[src/rtl/cordic_pkg.sv]
// cordic_pkg: shared widths, constants, FSM state encoding and the atan(2^-i)
// table used by the CORDIC vectoring engine.
// Build option: CORDIC_GAIN_COMP_EN adds the ST_COMP state (1/K magnitude scaling).
package cordic_pkg;

  localparam int IN_W  = 16;  // Q1.14 operands
  localparam int ANG_W = 16;  // Q3.12 angle output
  localparam int MAG_W = 18;  // Q3.14 magnitude output
  localparam int XY_W  = 19;  // internal x/y, headroom for negating -32768 and gain growth
  localparam int Z_W   = 18;  // internal angle accumulator, Q3.12
  localparam int CNT_W = 5;   // iteration counter, must reach 16
  localparam int LUT_N = 16;

  localparam logic signed [Z_W-1:0] PI_Q312 = 18'sd12868;
  localparam logic [15:0]           INV_K   = 16'd39797;  // 0.607253 * 2^16

  typedef enum logic [1:0] {
    ST_IDLE = 2'd0,
    ST_ITER = 2'd1,
`ifdef CORDIC_GAIN_COMP_EN
    ST_COMP = 2'd2,
`endif
    ST_DONE = 2'd3
  } state_t;

  // atan(2^-i) in Q3.12, rounded to nearest
  localparam logic signed [Z_W-1:0] ATAN_TABLE [LUT_N] = '{
    18'sd3217, 18'sd1899, 18'sd1003, 18'sd509,
    18'sd256,  18'sd128,  18'sd64,   18'sd32,
    18'sd16,   18'sd8,    18'sd4,    18'sd2,
    18'sd1,    18'sd0,    18'sd0,    18'sd0
  };

endpackage

[src/rtl/cordic_atan_lut.sv]
// cordic_atan_lut: combinational lookup of atan(2^-idx) in Q3.12.
module cordic_atan_lut
  import cordic_pkg::*;
(
  input  logic [3:0]            idx,
  output logic signed [Z_W-1:0] atan_val
);

  logic signed [Z_W-1:0] table_w [LUT_N];

  genvar gi;
  generate
    for (gi = 0; gi < LUT_N; gi++) begin : g_tab
      assign table_w[gi] = ATAN_TABLE[gi];
    end
  endgenerate

  assign atan_val = table_w[idx];

endmodule

[src/rtl/cordic_atan2.sv]
// cordic_atan2: iterative CORDIC vectoring unit computing atan2(y, x) and the
// vector magnitude, one micro-rotation per clock, valid/ready on both sides.
// Build option: CORDIC_GAIN_COMP_EN scales the magnitude by 1/K in an extra
// ST_COMP cycle; without it the raw (K-scaled) magnitude is output.
module cordic_atan2
  import cordic_pkg::*;
#(
  parameter int ITER = 14
) (
  input  logic                    clk,
  input  logic                    rst_n,
  input  logic                    in_valid,
  output logic                    in_ready,
  input  logic signed [IN_W-1:0]  x_in,
  input  logic signed [IN_W-1:0]  y_in,
  output logic                    out_valid,
  input  logic                    out_ready,
  output logic signed [ANG_W-1:0] angle_out,
  output logic [MAG_W-1:0]        mag_out
);

  localparam logic [CNT_W-1:0] LAST = CNT_W'(ITER);

  state_t                 state_reg, state_next;
  logic signed [XY_W-1:0] x_reg, y_reg;
  logic signed [Z_W-1:0]  z_reg;
  logic [CNT_W-1:0]       cnt_reg;
  logic                   zero_reg;
  logic signed [ANG_W-1:0] angle_reg;
  logic [MAG_W-1:0]       mag_reg;

  logic signed [XY_W-1:0] x_ext, y_ext, x_init, y_init;
  logic signed [XY_W-1:0] x_sh, y_sh, x_step, y_step;
  logic signed [Z_W-1:0]  z_init, z_step, z_clamp, atan_val;
  logic [MAG_W-1:0]       mag_raw;
`ifdef CORDIC_GAIN_COMP_EN
  logic [MAG_W+15:0]      mag_prod;
`endif

  cordic_atan_lut u_lut (
    .idx      (cnt_reg[3:0]),
    .atan_val (atan_val)
  );

  // Datapath: pre-rotation into the right half-plane, one micro-rotation, result shaping
  always_comb begin
    x_ext  = {{(XY_W-IN_W){x_in[IN_W-1]}}, x_in};
    y_ext  = {{(XY_W-IN_W){y_in[IN_W-1]}}, y_in};
    x_init = x_ext;
    y_init = y_ext;
    z_init = '0;
    if (x_in[IN_W-1]) begin
      x_init = -x_ext;
      y_init = -y_ext;
      z_init = y_in[IN_W-1] ? -PI_Q312 : PI_Q312;
    end

    x_sh = x_reg >>> cnt_reg;
    y_sh = y_reg >>> cnt_reg;
    if (!y_reg[XY_W-1]) begin
      x_step = x_reg + y_sh;
      y_step = y_reg - x_sh;
      z_step = z_reg + atan_val;
    end else begin
      x_step = x_reg - y_sh;
      y_step = y_reg + x_sh;
      z_step = z_reg - atan_val;
    end

    // A zero vector has no defined angle; the accumulator would drift, so force 0.
    if (zero_reg)             z_clamp = '0;
    else if (z_reg > PI_Q312) z_clamp = PI_Q312;
    else if (z_reg < -PI_Q312) z_clamp = -PI_Q312;
    else                      z_clamp = z_reg;

    // x stays non-negative after vectoring; its 19-bit signed range already tops out at 2^18-1.
    if (zero_reg || x_reg[XY_W-1]) mag_raw = '0;
    else                           mag_raw = x_reg[MAG_W-1:0];

`ifdef CORDIC_GAIN_COMP_EN
    mag_prod = ({{16{1'b0}}, mag_reg} * {{MAG_W{1'b0}}, INV_K}) + 34'd32768;
`endif
  end

  // Next-state logic and handshake outputs
  always_comb begin
    state_next = state_reg;
    case (state_reg)
      ST_IDLE: if (in_valid) state_next = ST_ITER;
      ST_ITER: begin
        if (cnt_reg == LAST) begin
`ifdef CORDIC_GAIN_COMP_EN
          state_next = ST_COMP;
`else
          state_next = ST_DONE;
`endif
        end
      end
`ifdef CORDIC_GAIN_COMP_EN
      ST_COMP: state_next = ST_DONE;
`endif
      ST_DONE: if (out_ready) state_next = ST_IDLE;
      default: state_next = ST_IDLE;
    endcase
  end

  assign in_ready  = (state_reg == ST_IDLE);
  assign out_valid = (state_reg == ST_DONE);
  assign angle_out = angle_reg;
  assign mag_out   = mag_reg;

  // State register
  always_ff @(posedge clk) begin
    if (!rst_n) state_reg <= ST_IDLE;
    else        state_reg <= state_next;
  end

  // Operand capture, micro-rotations and result registers
  always_ff @(posedge clk) begin
    if (!rst_n) begin
      x_reg     <= '0;
      y_reg     <= '0;
      z_reg     <= '0;
      cnt_reg   <= '0;
      zero_reg  <= 1'b0;
      angle_reg <= '0;
      mag_reg   <= '0;
    end else begin
      case (state_reg)
        ST_IDLE: begin
          if (in_valid) begin
            x_reg    <= x_init;
            y_reg    <= y_init;
            z_reg    <= z_init;
            cnt_reg  <= '0;
            zero_reg <= (x_in == '0) && (y_in == '0);
          end
        end
        ST_ITER: begin
          if (cnt_reg == LAST) begin
            angle_reg <= z_clamp[ANG_W-1:0];
            mag_reg   <= mag_raw;
          end else begin
            x_reg   <= x_step;
            y_reg   <= y_step;
            z_reg   <= z_step;
            cnt_reg <= cnt_reg + CNT_W'(1);
          end
        end
`ifdef CORDIC_GAIN_COMP_EN
        ST_COMP: mag_reg <= mag_prod[MAG_W+15:16];
`endif
        default: ;
      endcase
    end
  end

endmodule
[config.mk]
export PLATFORM = sky130hd
export DESIGN_NAME = cordic_atan2
export DESIGN_NICKNAME = d
export VERILOG_FILES = /design/src/rtl/cordic_pkg.sv /design/src/rtl/cordic_atan_lut.sv /design/src/rtl/cordic_atan2.sv
export SDC_FILE = /design/constraint.sdc
export NUM_CORES = 1
export LEC_CHECK = 0
export CELL_PAD_IN_SITES_DETAIL_PLACEMENT = 0
export CELL_PAD_IN_SITES_GLOBAL_PLACEMENT = 1
export CORE_MARGIN = 2
export CORE_UTILIZATION = 35
export CTS_CLUSTER_DIAMETER = 30
export DETAILED_ROUTE_END_ITERATION = 6
export GPL_ROUTABILITY_DRIVEN = 1
export PLACE_DENSITY_LB_ADDON = 0.1
export SLEW_MARGIN = 10
export SYNTH_ARGS = -nofsm -noshare
export SYNTH_HDL_FRONTEND = slang
export SYNTH_SLANG_ARGS = --single-unit
export TNS_END_PERCENT = 5
[constraint.sdc]
create_clock -name clk -period 6.3 [get_ports clk]
set_input_delay 0.945 -clock clk [delete_from_list [all_inputs] [get_ports clk]]
set_output_delay 0.945 -clock clk [all_outputs]
set_load 0.01 [all_outputs]
Word level (Yosys, flattened, before mapping)
Memory sizes are Yosys's and may differ from the RTL's. Cells that the tools add are included.

Equal/unequal tests: 7. Shift operators: 2. $add $sub $neg: 9. Reduce and logical (&&, ||, !) cells: 10. Bitwise gates (word level): 1. Mux-type cells: 29. Order comparisons: 3.

Operators with widths (number): two-way mux 19 bit (8); two-way mux 18 bit (8); case mux 19 bit (2 select lines) (2); two-way mux 16 bit (3); adder 19 bit (2); negation 16 -> 19 bit (2); >>> shifter 19 x 5 -> 19 bit (2); subtractor 19 bit (2); case mux 18 bit (2 select lines) (1); logical NOT 16 bit (2); adder 18 bit (1); > comparator 18 x 15 -> 1 bit, second input constant (1); < comparator 18 x 15 -> 1 bit, second input constant (1); subtractor 18 bit (1); two-way mux 5 bit (2); case mux 5 bit (2 select lines) (1); two-way mux 2 bit (3); inequality test 2 bit, second input constant (3); case mux 2 bit (3 select lines) (1); AND reduction 3 bit (2); adder 5 x 1 -> 5 bit, second input constant (1); equality test 5 x 4 -> 1 bit, second input constant (1); greater-or-equal comparator 5 bit, second input constant (1); NOT 4 -> 5 bit (1); other kinds (8) (9).

Memories kept: 1. Output and inout port bits: 36. Register bits: 98. Bits in read-only memories: 288.

Memories: (name not given) (depth 16, width 18, read ports 1, clocked after memory_dff 0, wr ports 0, line cordic_atan_lut.sv:18) `assign atan_val = table_w[idx];`.

Logic depth before layout (Yosys ltp)
Depth after elaboration: 8. Depth in mapped cells: 25. Depth with buffers taken out: 21.

Cells and area by module
Synthesis repeated with hierarchy kept, for this count alone.

Cell total of the unflattened synthesis: 1418. Area, all modules: 11214.5 sq um.

Modules (own cells, without submodules): cordic_atan2 (seq. area each 1961.9 sq um, area each 10898.0 sq um, times used 1, cells an instance 1376); cordic_atan_lut (seq. area each 0.0 sq um, area each 316.6 sq um, times used 1, cells an instance 42).

Worst setup path after synthesis
Ideal clock, no wire load.

Path type: register to register. Start: register cnt_reg[0]. End: register x_reg[18]. Path buffers: 2. Period minus slack after synthesis: 5.110 ns. Data arrival time: 5.035 ns. Cell stages (with the launch flop): 24. Path slack: 1.190 ns. Cell sequence: dfxtp_1 -> buf_6 -> buf_6 -> mux2_2 -> mux2i_1 -> inv_1 -> mux4_2 -> inv_1 -> ha_1 -> nand2b_1 -> and4b_1 -> nor2b_1 -> xnor2_1 -> o22ai_1 -> ha_1 -> and3_1 -> a31o_2 -> o211ai_1 -> nand4_1 -> a41oi_1 -> o21ai_0 -> xor2_1 -> or3_1 -> a31oi_1.

Longest elaborated chain between the ends: 5. Elaborated cells between the ends (all ways): 9. Those cells by class: add/sub: 2; eq/ne: 2; shift: 1; mux: 3; reduce/logical: 1.

RTL lines: from (decl) (line cordic_atan2.sv:27) `logic [CNT_W-1:0] cnt_reg;`; from (signal assigned) (line cordic_atan2.sv:147) `cnt_reg <= cnt_reg + CNT_W'(1);`; >>> shifter 19 x 5 -> 19 bit (line cordic_atan2.sv:59) `y_sh = y_reg >>> cnt_reg;`; adder 19 bit or subtractor 19 bit (tied branches) (line cordic_atan2.sv:61, cordic_atan2.sv:65); two-way mux 19 bit (line cordic_atan2.sv:60) `if (!y_reg[XY_W-1]) begin`; two-way mux 19 bit (line cordic_atan2.sv:140) `if (cnt_reg == LAST) begin`; case mux 19 bit (2 select lines) (line cordic_atan2.sv:129) `case (state_reg)`; to (signal assigned) (line cordic_atan2.sv:132) `x_reg <= x_init;`; to (signal assigned) (line cordic_atan2.sv:144) `x_reg <= x_step;`; to (decl) (line cordic_atan2.sv:25) `logic signed [XY_W-1:0] x_reg, y_reg;`.

Several ways; a longest one is shown, not always the timed one. The select of a mux whose other input is x is not followed. A chain may end at the register's enable or synchronous reset.

Final worst setup path
Ends and elaborated chain as after synthesis.

==> run summary <==
FF+latch count, synth: 98
Die area: 31900 um2
Vias in the first global route: 10400
Finished Core Util: 0.405
Max-slew headroom: 0.249
Worst R2R Path Depth: 20
Final period utilization: 0.910
Core area: 29900 um2
H-tree depth: 3
Via count: 10800
Crit path max fanout: 26
Storage cell area: 1970 um2
Skew-Pair Late Insertion Delay: 0.37 ns
Worst Setup EP: x_reg[18]$_SDFFE_PN0P_
Slowest cell on the critical path: dfxtp_2
Routed Wire Length: 39900 um
Worst min path class: flop to flop
Vias/cell: 5.91
Cell Rows: 63
GPL Wtd Cong: 0.904
I/O Buffers: 71
Fin area: 12100 um2
Crit. Startpoint: cnt_reg[0]$_SDFFE_PN0P_
Antenna violations before repair: 2
Clock Skew: 0.0185 ns
Peak VDD IR: 0.161 mV
Ys async rst share: 0
DR DRC count: 0
Die width: 179 um
Min Tclk post-route: 5.73 ns
CTS buffer count: 9
Max-Cap Viols: 0
R2R setup slack: 0.57 ns
Distinct cells, synth: 77
CTS sink cnt: 98
Synth Area per Inst: 7.65 um2
Part of the Yosys area used for sequential elements: 0.184
Number of synthesized flops with an enable pin: 0
CTS tree: yes
Mapped Cells: 1396
Final TNS setup: 0 ns
Ports: 72
Max clock buf depth: 2
Syn_nets: 1503
Synth Cell Area: 10700 um2
Largest net degree at the start of global routing: 72
Critical path depth: 20
Lkg Pwr: 4.60 nW
Post-CTS setup buffers: 0
Congestion Overflow GR: 0
Initial core utilization: 0.357
Share of cells above drive strength 1: 0.0929
Clock-pin slew on the worst setup and hold paths: 0.09 ns
Cell family with most CP delay: compound AO/OA/AOI/OAI gates
Hold depth: 2
Final setup viols: 0
TritonRoute pass-1 iters: 5
Die height: 179 um
Power density over the cells: 314 nW/um2
Top FF cell, synth: dfxtp_1
Dpl hpwl: 29700 um
CTS root buf: clkbuf_16
Critical Path Start Type: flop
Iter 0 DRT Violations: 909
Max Freq: 174 MHz
Multi-input logic area: 8190 um2
Inserted Diodes: 0
Hold_buf cts: 0
Final #Nets: 1533
Post-route ant nets: 0
Measured slew at the worst slew-check pin: 1.12 ns
Worst R2R End: x_reg[18]$_SDFFE_PN0P_
WP data required: 6.59 ns
GRT Util Overall: 0.257
RSZ-0062 raised after global routing: no
Fillers: 3056
Crit end category: flop
Most used cell, CP: ha_1
Critical path's largest stage delay: 0.77 ns
WL/cell: 21.9 um
Area grow syn2layout: 13.3%
Cts repair resizes: 0
Syn. warnings: 0
Count of pins over their slew limit: 0
Cell chain of the critical path: buf_4, mux2_2, a21o_1, mux4_2, ha_1, nand2b_1, and4b_1, nor2b_1, xnor2_1, o22ai_1, ha_1, and3_1, a31o_2, o211ai_1, nand4_1, a41oi_1, o21ai_0, xor2_1, or3_1, a31oi_1
Placed Area: 11800 um2
Hold Vio Cnt, Final: 0
CP bufs+invs: 1
Worst setup path class: flop to flop
R2r startpoint: cnt_reg[0]$_SDFFE_PN0P_
Status: complete, no violations
Worst Path Arrival: 6.03 ns
Global-route wire length before repair: 62500 um
metal layers:
metal / up-vias / global-route usage / share of wire
met3: 46 / 0.0305 / 0.052
met5: - / 0 / 0
met2: 359 / 0.383 / 0.43
met1: 5165 / 0.390 / 0.50
li1: 5197 / - / -
met4: 0 / 0.0623 / 0.021
cells in the final DEF (no fill, tap or decap), drive strengths merged, types with 13 or more instances in the layout:
master           n
o211ai          27
xnor2           63
o31ai           20
nand2          183
nor3            42
ha              68
clkdlybuf4s50   71
o21a            14
mux4            47
xor2            39
o22ai           15
nand2b          17
o21ai           99
nand3           43
mux2            15
a31oi           13
buf             37
dfxtp           98
a211oi          16
nor2           123
a21oi          137
inv             38
mux2i           21
power by group:
group / switching, W / internal, W / total, W
combinational: 0.00128 / 0.000984 / 0.00227
clock: 0.000308 / 0.000329 / 0.000637
sequential: 0.000211 / 0.000683 / 0.000895
cell type report:
| type | count | area share |
|---|---|---|
| multi-input combinational | 1172 | 0.677 |
| sequential | 98 | 0.163 |
| timing repair buffer | 108 | 0.0817 |
| tap | 390 | 0.0403 |
| clock buffer | 10 | 0.0198 |
| inverter | 37 | 0.0115 |
| clock inverter | 6 | 0.00672 |
worst min-delay path, stage by stage (launching register included):
cell,delay [ns]
dfxtp_1,0.32
nand2_1,0.05
a21oi_1,0.05
worst min-delay path by stage:
| stage | endpoint | startpoint |
|---|---|---|
| 2_1_floorplan | y_reg[2]$_SDFFE_PN0P_ | y_reg[2]$_SDFFE_PN0P_ |
| 3_3_place_gp | angle_out[11]$_SDFFE_PN0P_ | angle_out[11]$_SDFFE_PN0P_ |
| 3_5_place_dp | angle_out[10]$_SDFFE_PN0P_ | angle_out[10]$_SDFFE_PN0P_ |
| 4_1_cts | angle_out[3]$_SDFFE_PN0P_ | angle_out[3]$_SDFFE_PN0P_ |
| 5_1_grt | angle_out[10]$_SDFFE_PN0P_ | angle_out[10]$_SDFFE_PN0P_ |
| 6_report | angle_out[3]$_SDFFE_PN0P_ | angle_out[3]$_SDFFE_PN0P_ |
cells in the mapped netlist (8+ instances only):
library cell	number	area share
nand2_1	183	0.064
a21oi_1	137	0.064
nor2_1	123	0.043
o21ai_0	99	0.046
dfxtp_1	98	0.18
clkbuf_1	68	0.024
ha_1	68	0.080
xnor2_1	63	0.052
nand3_1	43	0.020
mux4_2	42	0.089
nor3_1	42	0.020
xor2_1	39	0.032
inv_1	34	0.012
o211ai_1	26	0.018
mux2i_1	21	0.020
o31ai_1	19	0.013
nand2b_1	17	0.010
a211oi_1	16	0.011
mux2_2	15	0.016
o22ai_1	15	0.0088
o21a_1	14	0.0098
a31oi_1	13	0.0076
a21o_1	12	0.0084
nor2b_1	12	0.0070
and3_1	11	0.0064
and2_1	10	0.0059
nand4_1	10	0.0059
or3_1	10	0.0059
a22oi_1	9	0.0063
a311oi_1	8	0.0066
cell families after synthesis:
| logic type | after synthesis | share of synthesized area |
|---|---|---|
| compound gates | 421 | 0.246 |
| mux | 83 | 0.136 |
| fa+ha+maj | 71 | 0.0853 |
| flops | 98 | 0.184 |
| buf+inv | 126 | 0.0500 |
| simple gates | 495 | 0.215 |
| xor+xnor | 102 | 0.0836 |
per-stage QoR:
step                worst slack, ns  hold slack, ns  total power [W]  instances
floorplan                      1.19           0.466          0.00250       1396
global placement              0.703           0.440          0.00315       1805
detailed placement            0.651           0.446          0.00313       1805
CTS                           0.596           0.458          0.00379       1821
global route                 0.0122           0.479          0.00411       1821
finish                        0.565           0.457          0.00380       1821
(Power assumes the default switching activity.)
